--- config.mk ---
export PLATFORM = sky130hd
export DESIGN_NAME = cla_sub_seq_flat
export DESIGN_NICKNAME = d
export VERILOG_FILES = /design/src/rtl/alu_pkg.sv /design/src/rtl/cla_sub_seq_if.sv /design/src/rtl/sub4_slice.sv /design/src/rtl/cla_sub_seq.sv /design/src/flat_wrapper.sv
export SDC_FILE = /design/constraint.sdc
export NUM_CORES = 1
export LEC_CHECK = 0
export BUFFER_PORTS_ARGS = -buffer_cell sky130_fd_sc_hd__buf_2
export CAP_MARGIN = 0
export CORE_MARGIN = 10
export CORE_UTILIZATION = 43
export CTS_BUF_LIST = sky130_fd_sc_hd__clkbuf_16
export CTS_CLUSTER_DIAMETER = 40
export CTS_CLUSTER_SIZE = 16
export DETAILED_ROUTE_END_ITERATION = 7
export HOLD_SLACK_MARGIN = 0.05
export PLACE_DENSITY_LB_ADDON = 0.1
export SYNTH_ARGS = -nofsm -noshare
export SYNTH_HDL_FRONTEND = slang
export SYNTH_SLANG_ARGS = --single-unit
--- constraint.sdc ---
create_clock -name clk -period 3.5 [get_ports clk]
set_clock_uncertainty 0.2 [all_clocks]
set_input_delay 0.175 -clock clk [delete_from_list [all_inputs] [get_ports clk]]
set_output_delay 0.175 -clock clk [all_outputs]
set_load 0.1 [all_outputs]
--- src/rtl/alu_pkg.sv ---
// Shared types and sizing helpers for the nibble-serial subtractor.
package alu_pkg;

    localparam int unsigned NIB = 4;

    typedef enum logic [1:0] {StIdle, StRun, StDone} state_e;

    function automatic int unsigned idx_width(input int unsigned s);
        return (s <= 1) ? 1 : $clog2(s);
    endfunction

endpackage

--- src/rtl/cla_sub_seq_if.sv ---
// Operand/result handshake bundle for cla_sub_seq.
interface cla_sub_seq_if #(
    parameter int unsigned N = 16
) ();
    logic         in_valid;
    logic         in_ready;
    logic [N-1:0] a;
    logic [N-1:0] b;
    logic         out_valid;
    logic         out_ready;
    logic [N-1:0] diff;
    logic         borrow;
    logic         ovf;
    logic         zero;

    modport master (
        output in_valid, a, b, out_ready,
        input  in_ready, out_valid, diff, borrow, ovf, zero
    );

    modport slave (
        input  in_valid, a, b, out_ready,
        output in_ready, out_valid, diff, borrow, ovf, zero
    );
endinterface

--- src/rtl/sub4_slice.sv ---
// Combinational 4-bit carry-lookahead slice computing a + bn + cin.
module sub4_slice (
    input  logic [3:0] a,
    input  logic [3:0] bn,
    input  logic       cin,
    output logic [3:0] sum,
    output logic       cout
);
    logic [3:0] g;
    logic [3:0] p;
    logic [4:0] c;

    assign g = a & bn;
    assign p = a ^ bn;

    assign c[0] = cin;
    assign c[1] = g[0] | (p[0] & cin);
    assign c[2] = g[1] | (p[1] & g[0]) | (p[1] & p[0] & cin);
    assign c[3] = g[2] | (p[2] & g[1]) | (p[2] & p[1] & g[0]) | (p[2] & p[1] & p[0] & cin);
    assign c[4] = g[3] | (p[3] & g[2]) | (p[3] & p[2] & g[1]) | (p[3] & p[2] & p[1] & g[0])
                | (p[3] & p[2] & p[1] & p[0] & cin);

    assign sum  = p ^ c[3:0];
    assign cout = c[4];
endmodule

--- src/rtl/cla_sub_seq.sv ---
// Nibble-serial a - b: one lookahead slice per clock, borrow chain held in carry_q.
module cla_sub_seq
    import alu_pkg::*;
#(
    parameter int unsigned N = 16
) (
    input  logic        clk,
    input  logic        rst,
    cla_sub_seq_if.slave bus
);
    localparam int unsigned S  = N / NIB;
    localparam int unsigned IW = idx_width(S);
    localparam logic [IW-1:0] IdxLast = IW'(S - 1);

    typedef logic [S-1:0][NIB-1:0] nibs_t;

    state_e          state_q, state_d;
    logic [IW-1:0]   idx_q, idx_d;
    nibs_t           a_q, a_d, bn_q, bn_d, diff_q, diff_d;
    logic            carry_q, carry_d;
    logic            borrow_q, borrow_d;
    logic            ovf_q, ovf_d;
    logic            zero_q, zero_d;
    logic [NIB-1:0]  slice_sum;
    logic            slice_cout;

    sub4_slice u_slice (
        .a    (a_q[idx_q]),
        .bn   (bn_q[idx_q]),
        .cin  (carry_q),
        .sum  (slice_sum),
        .cout (slice_cout)
    );

    always_ff @(posedge clk) begin
        if (rst) begin
            state_q <= StIdle;
        end else begin
            state_q <= state_d;
        end
    end

    always_comb begin
        state_d = state_q;
        unique case (state_q)
            StIdle:  if (bus.in_valid) state_d = StRun;
            StRun:   if (idx_q == IdxLast) state_d = StDone;
            StDone:  if (bus.out_ready) state_d = StIdle;
            default: state_d = StIdle;
        endcase
    end

    always_comb begin
        bus.in_ready  = (state_q == StIdle) && !rst;
        bus.out_valid = (state_q == StDone);
    end

    always_comb begin
        idx_d    = idx_q;
        a_d      = a_q;
        bn_d     = bn_q;
        diff_d   = diff_q;
        carry_d  = carry_q;
        borrow_d = borrow_q;
        ovf_d    = ovf_q;
        zero_d   = zero_q;
        if (state_q == StIdle && bus.in_valid) begin
            a_d     = bus.a;
            bn_d    = ~bus.b;
            carry_d = 1'b1;
            idx_d   = '0;
        end else if (state_q == StRun) begin
            diff_d[idx_q] = slice_sum;
            carry_d       = slice_cout;
            if (idx_q == IdxLast) begin
                idx_d    = '0;
                borrow_d = ~slice_cout;
                // bn holds ~b, so equal top bits mean the operand signs differ
                ovf_d    = (a_q[S-1][NIB-1] == bn_q[S-1][NIB-1])
                         && (slice_sum[NIB-1] != a_q[S-1][NIB-1]);
                zero_d   = (diff_d == '0);
            end else begin
                idx_d = idx_q + 1'b1;
            end
        end
    end

    always_ff @(posedge clk) begin
        if (rst) begin
            idx_q    <= '0;
            a_q      <= '0;
            bn_q     <= '0;
            diff_q   <= '0;
            carry_q  <= 1'b0;
            borrow_q <= 1'b0;
            ovf_q    <= 1'b0;
            zero_q   <= 1'b0;
        end else begin
            idx_q    <= idx_d;
            a_q      <= a_d;
            bn_q     <= bn_d;
            diff_q   <= diff_d;
            carry_q  <= carry_d;
            borrow_q <= borrow_d;
            ovf_q    <= ovf_d;
            zero_q   <= zero_d;
        end
    end

    assign bus.diff   = diff_q;
    assign bus.borrow = borrow_q;
    assign bus.ovf    = ovf_q;
    assign bus.zero   = zero_q;
endmodule

--- src/flat_wrapper.sv ---
// flat-port wrapper written by rule: the top's interface ports become plain ports
module cla_sub_seq_flat import alu_pkg::*;
#(
    parameter int unsigned N = 16
)
  (clk, rst, bus_in_valid, bus_a, bus_b, bus_out_ready, bus_in_ready, bus_out_valid, bus_diff, bus_borrow, bus_ovf, bus_zero);
  cla_sub_seq_if #(.N(N)) bus_i ();
  input  logic clk;
  input  logic rst;
  input wire logic [$bits(bus_i.in_valid)-1:0] bus_in_valid;
  input wire logic [$bits(bus_i.a)-1:0] bus_a;
  input wire logic [$bits(bus_i.b)-1:0] bus_b;
  input wire logic [$bits(bus_i.out_ready)-1:0] bus_out_ready;
  output wire logic [$bits(bus_i.in_ready)-1:0] bus_in_ready;
  output wire logic [$bits(bus_i.out_valid)-1:0] bus_out_valid;
  output wire logic [$bits(bus_i.diff)-1:0] bus_diff;
  output wire logic [$bits(bus_i.borrow)-1:0] bus_borrow;
  output wire logic [$bits(bus_i.ovf)-1:0] bus_ovf;
  output wire logic [$bits(bus_i.zero)-1:0] bus_zero;
  assign bus_i.in_valid = bus_in_valid;
  assign bus_i.a = bus_a;
  assign bus_i.b = bus_b;
  assign bus_i.out_ready = bus_out_ready;
  assign bus_in_ready = bus_i.in_ready;
  assign bus_out_valid = bus_i.out_valid;
  assign bus_diff = bus_i.diff;
  assign bus_borrow = bus_i.borrow;
  assign bus_ovf = bus_i.ovf;
  assign bus_zero = bus_i.zero;
  cla_sub_seq #(.N(N)) u_core (.clk(clk), .rst(rst), .bus(bus_i));
endmodule
==> metrics.log <==
INFO  metric startpoint = u_core.idx_q[0]
INFO  metric grt_pass1_vias = 2360
INFO  metric detailedRoute.firstIterationViolations = about 110
INFO  metric power.combinational.fraction = between 10% and 20%
INFO  metric yosys_warnings = 0
INFO  metric core_area = 5890 um2
INFO  metric synth_nets = 341
INFO  metric clock_pin_slew_on_the_worst_setup_and_hold_paths = 0.07 ns
INFO  metric post_synth_inst_count = 295
INFO  metric synthToLayoutAreaGrowth = 29.6%
INFO  metric effective_utilization_at_floorplan = around 44%
INFO  metric hold_class = in -> reg
INFO  metric finalCoreUtilization = ~57%
INFO  metric grt_pass1_wl = 11.4 mm
INFO  metric gates_resized_cts_repair = 0
INFO  metric io_buffers = between 50 and 60
INFO  metric htree_num_levels = 2
INFO  metric p_per_area = 444 nW/um2
INFO  metric globalRoute.totalOverflow = 0
INFO  metric via_count = 2328
INFO  metric critical_path_required = 3.50 ns
INFO  metric grt_antenna_before_repair = 0
INFO  metric maxSlewHeadroom = 34.7%
INFO  metric wl = 6.70 mm
INFO  metric yosys.cell_types.count = 40
INFO  metric setup.worst_path.end = u_core.bus.ovf
INFO  metric switching_power = 0.000432 W
INFO  metric finalSetupViolations = 0
INFO  metric dp.final_hpwl = 4.60 mm
INFO  metric number_of_buffer_and_inverter_instances_along_the_worst_setup_path = 0
INFO  metric final_max_slew_viol_count = 0
INFO  metric final_antenna_net_count = 0
INFO  metric setup.worst_path.class = reg -> reg
INFO  metric synth.area.top_cells = dfxtp_1 43%, a21oi_1 7.6%, nand2_1 7.3%
INFO  metric die-width = 97.5 um
INFO  metric reg2reg_slack = around 0.46 ns
INFO  metric fin_setup_tns = 0 ns
INFO  metric post_synth_instance_area = 2580 um2
INFO  metric globalplace.congestion = 0.822
INFO  metric sequential_area_share_after_synthesis = 43.4%
INFO  metric ys_ff_latch = 56
INFO  metric worstSetupPathDepth = 6
INFO  metric critical_path.reg2reg.startpoint = u_core.idx_q[0]
INFO  metric fmax = approximately 0.33 GHz
INFO  metric cap_viol_max_count = 0
INFO  metric critical_path.max_fanout = 12
INFO  metric min_path_cells = 3
INFO  metric cts_sinks = 56
INFO  metric postSynth.asyncResetShare = 0%
INFO  metric post-cts-setup-buffers = 0
INFO  metric cp_slowest_cell = dfxtp_1
INFO  metric critical-path-top-delay-family = compound AO/OA/AOI/OAI gates
INFO  metric timing.final.crit_share = 87.0%
INFO  metric die_height = between 90 and 100 um
INFO  metric worst-r2r-cell-count = 6
INFO  metric cts.root.buffer_cell = clkbuf_16
INFO  metric setup.worst_path.start_class = flip-flop
INFO  metric synth_top_flop_cell = dfxtp_1
INFO  metric worstSetupEndpointType = flip-flop
INFO  metric cp_cell_sequence = mux4_2, ha_1, o21ai_0, o21ai_1, nand3_1, a311oi_1
INFO  metric boundaryPins = 57
INFO  metric reg2reg_to = u_core.bus.ovf
INFO  metric synth_top_area_cell = dfxtp_1
INFO  metric power.switching_fraction = 29.1%
INFO  metric worst-endpoint-arrival = just over 3 ns
INFO  metric synth-edff-count = 0
INFO  metric mean_instance_size_in_the_synthesized_netlist = 8.75 um2
INFO  metric synth_common_cells = 56 x dfxtp_1, 50 x nand2_1, 39 x a21oi_1, 28 x nor2_1, 22 x a211oi_1
INFO  metric cellInternalPower = 0.00105 W
INFO  metric total_leakage_power = approximately 1.3 nW
INFO  metric tritoncts.num_buffers = 5
INFO  metric synth_top_area_share = 43.4%
INFO  metric setup_ws = 0.456 ns
INFO  metric setup_repair_after_global_routing_missed_its_margin = false
INFO  metric post-synth-top-count-cell = dfxtp_1
INFO  metric finalNetCount = 416
INFO  metric peak_supply_drop = 234 uV
INFO  metric cts_buffer_depth = 2
INFO  metric clk_latency = 0.29 ns
INFO  metric critical_path.max_stage_delay = between 0.7 and 0.8 ns
INFO  metric core.rowCount = 28
INFO  metric clock_power_share = 33.4%
INFO  metric power_frac_seq = a little under half
INFO  metric routedWlPerCell = 15.0 um
INFO  metric placement.setup.worst_slack = 0.505 ns
INFO  metric vias_per_cell = 5.22
INFO  metric post_route_cells_drive_above_1_share = 20.2%
INFO  metric least_margin_pin_slew = 0.978 ns
INFO  metric cts_tree = yes
INFO  metric floorplan.die_area = 9500 um2
INFO  metric drcViolationCount = 0
INFO  metric power = 0.00148 W
INFO  metric period_needed = a little over 3 ns
INFO  metric n_antenna_cell = 0
INFO  metric status = complete, no violations
INFO  metric grt_start_max_net_pins = 51
INFO  metric global_route.usage.total = 14.0%
INFO  metric drt_first_pass_iters = 4
INFO  metric final-hold-violation-count = 0
[worst min path at each step]
stage,from,end
5_1_grt,bus_in_valid,u_core.state_q[0]
2_1_floorplan,bus_b[0],u_core.bn_q[0]
6_report,bus_in_valid,u_core.state_q[0]
4_1_cts,bus_in_valid,u_core.state_q[0]
3_5_place_dp,bus_b[7],u_core.bn_q[7]
3_3_place_gp,bus_b[9],u_core.bn_q[9]
[metal layers]
metal / GRT usage, % / share of wire, % / vias to the layer above
met3: 4.05 / 5.5 / 8
met5: 0 / 0 / -
met4: 5.15 / 1.8 / 0
li1: - / - / 1205
met1: 17.1 / 46 / 1060
met2: 22.8 / 46 / 55
[cell families after synthesis]
logic type	Yosys count	synth area share, %
buffers and inverters	28	4.70
flip-flops	56	43.4
multiplexers	8	6.98
adder cells (fa/ha/maj)	10	5.14
AO/OA/AOI/OAI	78	19.4
XOR/XNOR	1	0.339
AND/OR/NAND/NOR	114	20.0
[through the flow]
step | cell area, um2 | instances | hold slack [ns]
after floorplan | 2580 | 295 | 0.0706
after global placement | 2870 | 405 | 0.154
after detailed placement | 2870 | 405 | 0.159
after CTS | 3340 | 446 | 0.0524
after global routing | 3340 | 446 | 0.0832
final | 3340 | 446 | 0.0490
[sequential cells by signal, indices dropped and copies added, names as in the netlist]
signal / count
u_core.carry_q: 1
u_core.bn_q: 16
u_core.bus.zero: 1
u_core.state_q: 2
u_core.idx_q: 2
u_core.bus.borrow: 1
u_core.bus.diff: 16
u_core.bus.ovf: 1
u_core.a_q: 16
[worst reg2reg max path, stage by stage, from the launching register on]
cell,delay (ns)
dfxtp_1,0.71
mux4_2,0.59
ha_1,0.47
o21ai_0,0.15
o21ai_1,0.38
nand3_1,0.15
a311oi_1,0.32
[final cells by class]
| type | instances | area, um2 |
|---|---|---|
| fillers | 552 | 2540 |
| clock buffers | 5 | 125 |
| multi-input cells | 211 | 1350 |
| well taps | 75 | 93.8 |
| clock inverters | 3 | 17.5 |
| inverters | 6 | 22.5 |
| flip-flops and latches | 56 | 1120 |
| repair buffers | 90 | 618 |
[cell usage in the layout, fill, tap and decap left out, types with 2 or more instances in the layout]
| cell type | synthesis | layout |
|---|---|---|
| o211a_1 | 2 | 2 |
| buf_2 | 10 | 56 |
| a21o_1 | 2 | 2 |
| inv_1 | 6 | 6 |
| dfxtp_1 | 56 | 56 |
| nor2_1 | 28 | 27 |
| nor3_1 | 5 | 5 |
| a21oi_1 | 39 | 39 |
| a311oi_1 | 4 | 4 |
| nand4_1 | 3 | 3 |
| nand2b_1 | 3 | 3 |
| nor2b_1 | 2 | 2 |
| mux4_2 | 8 | 8 |
| ha_1 | 9 | 9 |
| or3_1 | 4 | 4 |
| a211oi_1 | 22 | 22 |
| dlygate4sd3_1 | 0 | 33 |
| nor4_1 | 4 | 4 |
| clkbuf_16 | 0 | 5 |
| nand3_1 | 7 | 7 |
| nand2_1 | 50 | 50 |
[what timing repair did]
item | 4_1_cts | 5_1_grt
hold buffers | 33 | 0
endpoints found under the hold margin | 33 | 0
endpoints found under the setup margin | 0 | 0
[power by group through the flow]
stage               Clock (W)  Sequential [W]  Combinational, W
finish               0.000495        0.000701          0.000288
CTS                  0.000506        0.000702          0.000288
global route         0.000531        0.000706          0.000318
global placement            0        0.000716          0.000257
floorplan                   0        0.000738          0.000173
detailed placement          0        0.000717          0.000258
No activity file was read; power rests on OpenSTA's default activity.
